--- config.mk ---
export PLATFORM = sky130hd
export DESIGN_NAME = mem_arbiter
export DESIGN_NICKNAME = d
export VERILOG_FILES = /design/src/rtl/mem_arbiter.sv
export SDC_FILE = /design/constraint.sdc
export NUM_CORES = 1
export LEC_CHECK = 0
export BUFFER_PORTS_ARGS = -buffer_cell sky130_fd_sc_hd__buf_2
export CAP_MARGIN = 40
export CORE_ASPECT_RATIO = 1.4
export CORE_MARGIN = 4
export CORE_UTILIZATION = 30
export DETAILED_ROUTE_END_ITERATION = 16
export GPL_TIMING_DRIVEN = 0
export PLACE_DENSITY = 0.63
export SLEW_MARGIN = 20
export SYNTH_ARGS = -nofsm -noshare
export SYNTH_HDL_FRONTEND = slang
export SYNTH_SLANG_ARGS = --single-unit
--- constraint.sdc ---
create_clock -name clk -period 2.1 [get_ports clk]
set_clock_uncertainty 0.1 [all_clocks]
set_input_delay 0.315 -clock clk [delete_from_list [all_inputs] [get_ports clk]]
set_output_delay 0.315 -clock clk [all_outputs]
set_load 0.005 [all_outputs]
--- src/rtl/mem_arbiter.sv ---
// Two-port RAM arbiter: data-priority access for a fetch port and a data port,
// with bounded fetch starvation, a per-transaction timeout and misaligned-fetch rejection.
module mem_arbiter #(
  parameter int STARVE_MAX = 4,
  parameter int TIMEOUT    = 255
) (
  input  logic        clk,
  input  logic        rst,
  input  logic        iren,
  input  logic [31:0] iaddr,
  output logic [31:0] iload,
  output logic        ihit,
  output logic        ierr,
  input  logic        dren,
  input  logic        dwen,
  input  logic [31:0] daddr,
  input  logic [31:0] dstore,
  input  logic [3:0]  dbyte_en,
  output logic [31:0] dload,
  output logic        dhit,
  output logic        derr,
  output logic        ram_ren,
  output logic        ram_wen,
  output logic [31:0] ram_addr,
  output logic [31:0] ram_store,
  output logic [3:0]  ram_byte_en,
  input  logic [31:0] ram_load,
  input  logic        ram_ready
);

  localparam int SW = (STARVE_MAX < 1) ? 1 : $clog2(STARVE_MAX + 1);

  typedef enum logic [1:0] {IDLE, BUSY, RESP} state_t;

  state_t        state;
  logic          owner_data;
  logic [SW-1:0] starve_cnt;
  logic [7:0]    tmo_cnt;
  logic          d_req;
  logic          d_grant;
  logic          bus_done;

  // Data wins unless fetch has already waited through STARVE_MAX data grants.
  assign d_req    = dren | dwen;
  assign d_grant  = d_req && !(iren && (starve_cnt == SW'(STARVE_MAX)));
  assign bus_done = ram_ready || (tmo_cnt == 8'(TIMEOUT));

  always_ff @(posedge clk) begin
    // NOTE: the RAM-facing registers are reset too, so the bus goes quiet on
    // the reset edge and an abandoned transaction leaves nothing behind.
    if (rst) begin
      state       <= IDLE;
      owner_data  <= 1'b0;
      starve_cnt  <= '0;
      tmo_cnt     <= '0;
      ram_ren     <= 1'b0;
      ram_wen     <= 1'b0;
      ram_addr    <= '0;
      ram_store   <= '0;
      ram_byte_en <= '0;
      ihit        <= 1'b0;
      ierr        <= 1'b0;
      dhit        <= 1'b0;
      derr        <= 1'b0;
      iload       <= '0;
      dload       <= '0;
    end else begin
      // NOTE: non-blocking assignments throughout, so every branch below sees
      // the pre-edge state and the defaults here are simply overridden.
      ihit <= 1'b0;
      ierr <= 1'b0;
      dhit <= 1'b0;
      derr <= 1'b0;

      case (state)
        IDLE: begin
          if (!iren) starve_cnt <= '0;
          if (d_grant) begin
            if (iren) starve_cnt <= starve_cnt + SW'(1);
            owner_data  <= 1'b1;
            ram_addr    <= daddr;
            ram_wen     <= dwen;
            ram_ren     <= ~dwen;
            ram_store   <= dwen ? dstore : '0;
            ram_byte_en <= dwen ? dbyte_en : 4'hF;
            tmo_cnt     <= '0;
            state       <= BUSY;
          end else if (iren) begin
            starve_cnt <= '0;
            owner_data <= 1'b0;
            if (iaddr[1:0] != 2'b00) begin
              // Rejected without touching the RAM.
              ierr  <= 1'b1;
              iload <= '0;
              state <= RESP;
            end else begin
              ram_addr    <= iaddr;
              ram_ren     <= 1'b1;
              ram_store   <= '0;
              ram_byte_en <= 4'hF;
              tmo_cnt     <= '0;
              state       <= BUSY;
            end
          end
        end

        BUSY: begin
          if (bus_done) begin
            // ram_ready wins over a timeout landing in the same cycle.
            ram_ren <= 1'b0;
            ram_wen <= 1'b0;
            state   <= RESP;
            if (owner_data) begin
              dhit  <= ram_ready;
              derr  <= ~ram_ready;
              dload <= (ram_ready && !ram_wen) ? ram_load : '0;
            end else begin
              ihit  <= ram_ready;
              ierr  <= ~ram_ready;
              iload <= ram_ready ? ram_load : '0;
            end
          end else begin
            tmo_cnt <= tmo_cnt + 8'd1;
          end
        end

        RESP:    state <= IDLE;
        default: state <= IDLE;
      endcase
    end
  end

endmodule

==> out/qor.tcl, run 1 <==
set qor(grt_max_degree) 17
set qor(route.antenna.remaining_nets) 0
set qor(detailed_place_hpwl_microns) 15500
set qor(yosysTopAreaCellShare) 0.479
set qor(post_synth_most_frequent_cells) {152 x sky130_fd_sc_hd__dfxtp_1, 76 x sky130_fd_sc_hd__a21oi_1, 72 x sky130_fd_sc_hd__nand2_1, 62 x sky130_fd_sc_hd__mux2i_1, 38 x sky130_fd_sc_hd__o21ai_0}
set qor(dpl-instance-area_sq_um) 8040
set qor(timing.slew.headroom) 0.534
set qor(rows) 62
set qor(critical_path_peak_fanout) 10
set qor(worst_hold_path.num_cells) 2
set qor(wl_per_cell_microns) 16.8
set qor(worst_ep_arrival_time_ns) 2.28
set qor(clock_tree.root_cell) {sky130_fd_sc_hd__clkbuf_16}
set qor(cts_tree) {built}
set qor(worstSkewPairLatency_ns) 0.42
set qor(post_route_cells_drive_above_1_share) 0.420
set qor(synth_enable_flop_cells) 0
set qor(finalWirelength_microns) 20400
set qor(insertedDiodeCount) 0
set qor(swShare) 0.271
set qor(syn_to_final_growth_pct) 38.5
set qor(post_detailed_route_drc_marker_count) 0
set qor(hold_end) {iload[7]}
set qor(coreArea_sq_um) 20600
set qor(post_drt_via_cell_ratio) 5.00
set qor(numPortBuffers) 274
set qor(pwr_per_cell_area_nw_per_um2) 883
set qor(p_comb_frac) 0.164
set qor(yosysUniqueCellTypes) 56
set qor(rsz0062_at_grt) {no}
set qor(synth_flop_cell) {sky130_fd_sc_hd__dfxtp_1}
set qor(totalNegativeSetupSlack_ns) 0
set qor(area_of_all_sequential_standard_cells_sq_um) 3050
set qor(clock_power_share) 0.428
set qor(final_min_period_over_clock_period) 0.961
set qor(multi_input_area_sq_um) 2920
set qor(max-cap-violations) 0
set qor(yosys_warnings) 0
set qor(tightestPinTransition_ns) 0.699
set qor(die_width_microns) 131
set qor(first_global_vias) 6080
set qor(hold_viol_final) 0
set qor(htreeDepth) 4
set qor(synth_area_leaders) {sky130_fd_sc_hd__dfxtp_1 48%, sky130_fd_sc_hd__mux2i_1 9.8%, sky130_fd_sc_hd__a21oi_1 6.0%, sky130_fd_sc_hd__nand2_1 4.3%, sky130_fd_sc_hd__nand4_1 3.6%}
set qor(boundaryPins) 276
set qor(post-route-min-period_ns) 2.02
set qor(async_reset_ff_frac) 0
set qor(synthesized_net_count) 788
set qor(ctsLongestPathBuffers) 2
set qor(intPower_mw) 5.66
set qor(tritoncts.num_buffers) 17
set qor(status) {complete, no violations}
set qor(fin_total_pwr_mw) 7.77
set qor(post_cts_hold_buffer_count) 0
set qor(ys_ff_latch) 152
set qor(initial_utilization) 0.308
set qor(vias) 6065
set qor(layout.cell_area.non_filler_sq_um) 8790
set qor(regToRegSetupSlack_ns) 0.08
set qor(setup_violations) 0
set qor(drv_slew) 0
set qor(grt_antenna_before_repair) 1
set qor(postSynthAreaPerCell_sq_um) 9.81
set qor(max_freq_ghz) 0.496
set qor(grt_usage) 0.167
set qor(yosysSeqAreaShare) 0.479
set qor(global_route_wire_length_before_repair_microns) 31400
set qor(cts_sink_cnt) 152
set qor(design.die.area_sq_um) 23600
set qor(critPathLaunchType) {register}
set qor(drt_pass1_iterations) 4
set qor(netSwitchingPower_mw) 2.11
set qor(floorplan.die.height_microns) 180
set qor(synthesis.instances) 647
set qor(required_ns) 2.36
set qor(worst_hold_startpoint) {ram_load[7]}
set qor(seq_power_share) 0.408
set qor(path_clk_slew_ns) 0.06
set qor(final_net_count) 1085
set qor(dr.first_iter.drc_count) 265
set qor(worst_r2r_startpoint) {starve_cnt[1]}
set qor(timing.reg2reg.worst_path_depth) 9
set qor(critical_path.reg2reg.endpoint) {iload[29]}
set qor(finalWeightedCongestion) 0.783
set qor(hold_class) {input port to register}
set qor(p_leak_nw) 3.96
set qor(critPathKind) {register to register}
set qor(post_synthesis_cell_area_sq_um) 6350
set qor(vdd.ir_drop.worst_uv) 536
set qor(largest_area_contributor_in_the_netlist) {sky130_fd_sc_hd__dfxtp_1}
set qor(critPathCaptureType) {register}
set qor(overflow) 0
set qor(synth_most_common_cell) {sky130_fd_sc_hd__dfxtp_1}
set qor(n_fill_cell) 2099
[timing repair]
| action | in CTS | in global routing |
|---|---|---|
| pin swaps | 2 | 1 |
| resized for setup | 5 | 33 |
| endpoints found under the setup margin | 61 | 128 |
| buffers inserted | 4 | 0 |
[logic make-up after synthesis]
logic type               after synthesis  synth area share
multiplexers                          62            0.0978
AO/OA/AOI/OAI                        204             0.226
buffers and inverters                 71            0.0672
flip-flops                           152             0.479
AND/OR/NAND/NOR                      155             0.124
adder cells (fa/ha/maj)                3           0.00591
[worst max-delay path by stage]
stage | start | end | slack (ns) | cells after the start
CTS | starve_cnt[0] | ram_addr[7] | 0.003 | 9
finish | starve_cnt[1] | iload[29] | 0.08 | 9
global route | starve_cnt[0] | iload[24] | 0.004 | 9
floorplan | tmo_cnt[0] | iload[10] | 0.17 | 7
detailed placement | tmo_cnt[0] | iload[29] | -0.11 | 7
global placement | tmo_cnt[0] | iload[0] | -0.10 | 7
[layout by cell type, fill, tap and decap left out, types with 3 or more instances in the layout]
cell                         count
sky130_fd_sc_hd__nand2_1        72
sky130_fd_sc_hd__clkinvlp_4      3
sky130_fd_sc_hd__buf_4           5
sky130_fd_sc_hd__a31oi_1         3
sky130_fd_sc_hd__nor2_1          5
sky130_fd_sc_hd__a22o_2         21
sky130_fd_sc_hd__clkbuf_16      17
sky130_fd_sc_hd__inv_1           6
sky130_fd_sc_hd__nor3_1          6
sky130_fd_sc_hd__o21ai_0        36
sky130_fd_sc_hd__nand3_1         7
sky130_fd_sc_hd__buf_2         282
sky130_fd_sc_hd__a22o_1         11
sky130_fd_sc_hd__buf_6          20
sky130_fd_sc_hd__nor2b_1         3
sky130_fd_sc_hd__nand4_1        37
sky130_fd_sc_hd__dfxtp_2         3
sky130_fd_sc_hd__mux2i_1        62
sky130_fd_sc_hd__a211oi_2       11
sky130_fd_sc_hd__clkbuf_2        7
sky130_fd_sc_hd__clkbuf_1       25
sky130_fd_sc_hd__a211oi_1       21
sky130_fd_sc_hd__nor2_4          3
sky130_fd_sc_hd__a21oi_1        76
sky130_fd_sc_hd__dfxtp_1       149
sky130_fd_sc_hd__inv_6           4
sky130_fd_sc_hd__o211ai_1        5
sky130_fd_sc_hd__bufinv_16       4
sky130_fd_sc_hd__nor4_1          6
[flip-flops by register name (all words and copies together) (netlist names)]
register and count:
tmo_cnt 8, ram_byte_en 4, ram_store 32, dload 32
state 2, owner_data 1, ram_wen 1, derr 1
ram_ren 1, ihit 1, iload 32, dhit 1
ram_addr 32, ierr 1, starve_cnt 3
[routing by layer]
layer  up-vias  GRT usage  part of all wire
li1       2980          -                 -
met1      2858      0.189              0.40
met2       204      0.299              0.52
met3        21     0.0489             0.066
met4         2     0.0482             0.014
met5         -          0           0.00064
[through the flow]
stage | hold WS, ns | cells | setup WS, ns | util
6_report | 0.0260 | 1213 | 0.0819 | 0.426
5_1_grt | 0.00772 | 1213 | 0.00441 | 0.426
4_1_cts | 0.00300 | 1213 | 0.00316 | 0.422
3_5_place_dp | 0.349 | 1177 | -0.109 | 0.390
3_3_place_gp | 0.340 | 1177 | -0.105 | 0.390
2_1_floorplan | 0.291 | 647 | 0.170 | -
[critical path: stages (launching register included)]
cell and delay (ns):
sky130_fd_sc_hd__dfxtp_1 0.36, sky130_fd_sc_hd__inv_1 0.06, sky130_fd_sc_hd__ha_1 0.18, sky130_fd_sc_hd__and3_1 0.19
sky130_fd_sc_hd__buf_6 0.13, sky130_fd_sc_hd__o22a_4 0.22, sky130_fd_sc_hd__a221oi_4 0.26, sky130_fd_sc_hd__buf_6 0.16
sky130_fd_sc_hd__buf_6 0.15, sky130_fd_sc_hd__a22o_1 0.15
[area by class of cell]
| class | count | area share |
|---|---|---|
| buffer | 64 | 0.0501 |
| clock buffer | 19 | 0.0504 |
| clock inverter | 13 | 0.0218 |
| inverter | 7 | 0.00299 |
| multi-input combinational | 424 | 0.332 |
| sequential | 152 | 0.346 |
| tap | 256 | 0.0364 |
| timing repair buffer | 278 | 0.160 |
[power groups by stage]
stage | logic [mW] | registers (mW) | clock network [mW]
floorplan | 0.679 | 3.24 | 0
global placement | 1.24 | 3.22 | 0
detailed placement | 1.25 | 3.23 | 0
CTS | 1.26 | 3.16 | 3.41
global route | 1.42 | 3.18 | 3.54
finish | 1.28 | 3.17 | 3.33
No activity file was read; power rests on OpenSTA's default activity.
==> run 2: changes to the inputs <==
--- a/config.mk
+++ b/config.mk
@@ -5,14 +5,15 @@
 export SDC_FILE = /design/constraint.sdc
 export NUM_CORES = 1
 export LEC_CHECK = 0
-export BUFFER_PORTS_ARGS = -buffer_cell sky130_fd_sc_hd__buf_2
+export ABC_AREA = 1
+export BUFFER_PORTS_ARGS = -buffer_cell sky130_fd_sc_hd__buf_4
 export CAP_MARGIN = 40
 export CORE_ASPECT_RATIO = 1.4
 export CORE_MARGIN = 4
 export CORE_UTILIZATION = 30
 export DETAILED_ROUTE_END_ITERATION = 16
 export GPL_TIMING_DRIVEN = 0
-export PLACE_DENSITY = 0.63
+export PLACE_DENSITY = 0.62
 export SLEW_MARGIN = 20
 export SYNTH_ARGS = -nofsm -noshare
 export SYNTH_HDL_FRONTEND = slang
==> run 2 against run 1 <==
Fmax is 4.0% higher. Final area is 9.6% higher. Critical path type unchanged. Highest routed layer is now met4. Largest cell class is now multi-input combinational cells. Critical endpoint is now dload[14]. Sequential power is 4% higher.
==> out/qor.tcl, run 2 <==
set qor(detailed_place_hpwl_microns) 17800 ;# +14%
set qor(critPathKind) {register to register}
set qor(yosysUniqueCellTypes) 30 ;# -46%
set qor(grt_antenna_before_repair) 0 ;# -1
set qor(synth_most_common_cell) {sky130_fd_sc_hd__nand2_1}
set qor(fin_util) 0.451 ;# +0.0250
set qor(cts_tree) {built}
set qor(critPathSlowestCell) {sky130_fd_sc_hd__dfxtp_1}
set qor(global_route_wire_length_before_repair_microns) 36000 ;# +15%
set qor(required_ns) 2.30 ;# -0.06 ns
set qor(critical_path.reg2reg.endpoint) {dload[14]}
set qor(hold_class) {input port to register}
set qor(worst_hold_startpoint) {ram_load[30]}
set qor(insertedDiodeCount) 0 ;# unchanged
set qor(timing.slew.headroom) 0.536 ;# +0.00223
set qor(drt_pass1_iterations) 6 ;# +2
set qor(async_reset_ff_frac) 0 ;# unchanged
set qor(htreeDepth) 4 ;# unchanged
set qor(p_leak_nw) 4.68 ;# +18%
set qor(postSynthAreaPerCell_sq_um) 6.98 ;# -29%
set qor(die_width_microns) 133 ;# +1.7%
set qor(rows) 63 ;# +1.6%
set qor(coreArea_sq_um) 21400 ;# +3.5%
set qor(vdd.ir_drop.worst_uv) 485 ;# -9.5%
set qor(yosysSeqAreaShare) 0.463 ;# -0.0168
set qor(critical_path.most_common_cell) {sky130_fd_sc_hd__nand2_1}
set qor(yosys_warnings) 0 ;# unchanged
set qor(critPathLaunchType) {register}
set qor(floorplan.die.height_microns) 183 ;# +1.7%
set qor(hold_viol_final) 0 ;# unchanged
set qor(hold_end) {dload[30]}
set qor(max_freq_ghz) 0.516 ;# +4.0%
set qor(grt_max_degree) 17 ;# unchanged
set qor(largest_area_contributor_in_the_netlist) {sky130_fd_sc_hd__dfxtp_1}
set qor(final_min_period_over_clock_period) 0.924 ;# -0.0373
set qor(critical_path_peak_fanout) 10 ;# unchanged
set qor(pwr_per_cell_area_nw_per_um2) 862 ;# -2.4%
set qor(ctsLongestPathBuffers) 2 ;# unchanged
set qor(syn_to_final_growth_pct) 46.5
set qor(setup_violations) 0 ;# unchanged
set qor(status) {complete, no violations}
set qor(boundaryPins) 276 ;# unchanged
set qor(critPathCaptureType) {register}
set qor(dr.first_iter.drc_count) 277 ;# +4.5%
set qor(regToRegSetupSlack_ns) 0.16 ;# +0.08 ns
set qor(synthesis.instances) 943 ;# +46%
set qor(worst_r2r_startpoint) {tmo_cnt[0]}
set qor(worstSkewPairLatency_ns) 0.42 ;# about the same
set qor(critical_path.cell_chain) {ha_1 > nand2_1 > nor2_1 > nand2_1 > nand2_1 > nand3_4 > clkbuf_1 > a21oi_1 > nor2_1}
set qor(worst_ep_arrival_time_ns) 2.14 ;# -0.14 ns
set qor(synth_area_leaders) {sky130_fd_sc_hd__dfxtp_1 46%, sky130_fd_sc_hd__nand2_1 14%, sky130_fd_sc_hd__nand3_1 11%, sky130_fd_sc_hd__nor2_1 9.4%, sky130_fd_sc_hd__a21oi_1 4.3%}
set qor(tritoncts.num_buffers) 17 ;# unchanged
set qor(max-cap-violations) 0 ;# unchanged
set qor(mostFrequentLayoutCell) {sky130_fd_sc_hd__buf_4}
set qor(post-route-min-period_ns) 1.94 ;# -0.0783 ns
set qor(yosysTopAreaCellShare) 0.463 ;# -0.0168
set qor(synth_flop_cell) {sky130_fd_sc_hd__dfxtp_1}
set qor(post_drt_via_cell_ratio) 4.59 ;# -8.2%
set qor(post_route_cells_drive_above_1_share) 0.294 ;# -0.126
set qor(clock_tree.root_cell) {sky130_fd_sc_hd__clkbuf_16}
set qor(final_net_count) 1378 ;# +27%
set qor(numPortBuffers) 274 ;# unchanged
set qor(drv_slew) 0 ;# unchanged
set qor(synth_enable_flop_cells) 0 ;# unchanged
set qor(worst_hold_path.num_cells) 3 ;# +1
set qor(ys_ff_latch) 152 ;# unchanged
set qor(rsz0062_at_grt) {no}
set qor(mostFrequentLayoutCells) {279 x sky130_fd_sc_hd__buf_4, 251 x sky130_fd_sc_hd__nand2_1, 164 x sky130_fd_sc_hd__nor2_1}
set qor(overflow) 0 ;# unchanged
set qor(cts_setup_buffers) 0 ;# -4
set qor(initial_utilization) 0.308 ;# about the same
set qor(post_layout_nonfiller_instances) 1542 ;# +27%
set qor(post_detailed_route_drc_marker_count) 0 ;# unchanged
set qor(route.antenna.remaining_nets) 0 ;# unchanged
set qor(tightestPinTransition_ns) 0.696 ;# -0.00334 ns
set qor(timing.reg2reg.worst_path_depth) 9 ;# unchanged
set qor(grt_usage) 0.184 ;# +0.0170
set qor(finalWirelength_microns) 22800 ;# +12%
set qor(finalWeightedCongestion) 0.848 ;# +8.4%
set qor(path_clk_slew_ns) 0.07 ;# about the same
set qor(placed_cells_incl_taps) 1509 ;# +28%
set qor(wl_per_cell_microns) 14.8 ;# -12%
set qor(first_global_vias) 7073 ;# +16%
set qor(fin_total_pwr_mw) 8.31 ;# +6.9%
set qor(vias) 7080 ;# +17%
set qor(post_synthesis_cell_area_sq_um) 6580 ;# +3.6%
set qor(synthesized_net_count) 1084 ;# +38%
set qor(design.die.area_sq_um) 24400 ;# +3.4%
set qor(cts_sink_cnt) 152 ;# unchanged
set qor(post_synth_most_frequent_cells) {252 x sky130_fd_sc_hd__nand2_1, 164 x sky130_fd_sc_hd__nor2_1, 152 x sky130_fd_sc_hd__dfxtp_1, 144 x sky130_fd_sc_hd__nand3_1, 57 x sky130_fd_sc_hd__a21oi_1}
set qor(startpoint) {tmo_cnt[0]}
set qor(max_stage_delay_ns) 0.38 ;# +0.02 ns
-- run 2: cell count changes after synthesis, sizes merged, moves of 33 or more --
cell and change:
mux2i -62, nand3 +141, nand4 -33, nor2 +160, nand2 +183
-- run 2: how the worst max path moves through the flow --
stage                    end  slack [ns]  depth (start not counted)
4_1_cts         ram_addr[28]       0.007                         11
2_1_floorplan  ram_store[22]        0.46                          8
3_3_place_gp   ram_store[29]       -0.04                          8
5_1_grt            dload[12]       0.001                          9
6_report           dload[14]        0.16                          9
3_5_place_dp   ram_store[26]       -0.06                          8
-- run 2: report_power, final --
part | internal (mW) | switching [mW]
registers | 3.16 | 0.157
logic | 0.863 | 0.974
clock network | 1.82 | 1.34
total | 5.84 | 2.47
-- run 2: cell families (layout without fill, tap and decap cells) --
family / after synthesis / in the layout / synth area share
adder cells (fa/ha/maj): 3 / 3 / 0.00571
AO/OA/AOI/OAI: 101 / 101 / 0.0785
AND/OR/NAND/NOR: 583 / 583 / 0.377
flip-flops: 152 / 152 / 0.463
buffers and inverters: 103 / 410 / 0.0749
XOR/XNOR: 1 / 1 / 0.00133
-- run 2: through the flow --
| step | TNS, ns | setup slack, ns | hold slack, ns | instance area [sq um] |
|---|---|---|---|---|
| finish | 0 | 0.160 | 0.0272 | 9640 |
| global route | 0 | 0.00118 | 0.0251 | 9640 |
| detailed placement | -0.947 | -0.0613 | 0.356 | 9000 |
| CTS | 0 | 0.00745 | 0.00252 | 9620 |
| global placement | -0.710 | -0.0387 | 0.353 | 9000 |
| floorplan | 0 | 0.459 | 0.313 | 6580 |
-- run 2: worst max-delay path: cells and delay by family, from the launching register on --
family                     cells  cell delay (ns)
and+or+nand+nor                6             0.69
AOI/OAI and AO/OA              1             0.22
DFF                            1             0.38
adders and majority gates      1             0.18
buffers and inverters          1             0.26
-- run 2: final cells by class --
type                       count  area (sq um)
inverter                      38           148
multi-input combinational    688          3060
timing repair buffer         275          2070
clock buffer                  18           439
fill                        2283         11700
sequential                   152          3040
buffer                        65           357
clock inverter                14           164
tap                          292           365
-- run 2: layer usage --
metal / share of wire / wire length (microns) / GRT usage
met1: 0.40 / 9170 / 0.204
met5: 0 / 0 / 0
met3: 0.061 / 1390 / 0.0494
met2: 0.51 / 11600 / 0.334
met4: 0.027 / 619 / 0.0704
-- run 2: timing repair --
| action | 4_1_cts | 5_1_grt |
|---|---|---|
| gates resized for setup | 5 | 8 |
| endpoints found under the setup margin | 44 | 60 |
| hold endpoints to repair | 1 | 0 |
| hold buffers | 1 | 0 |
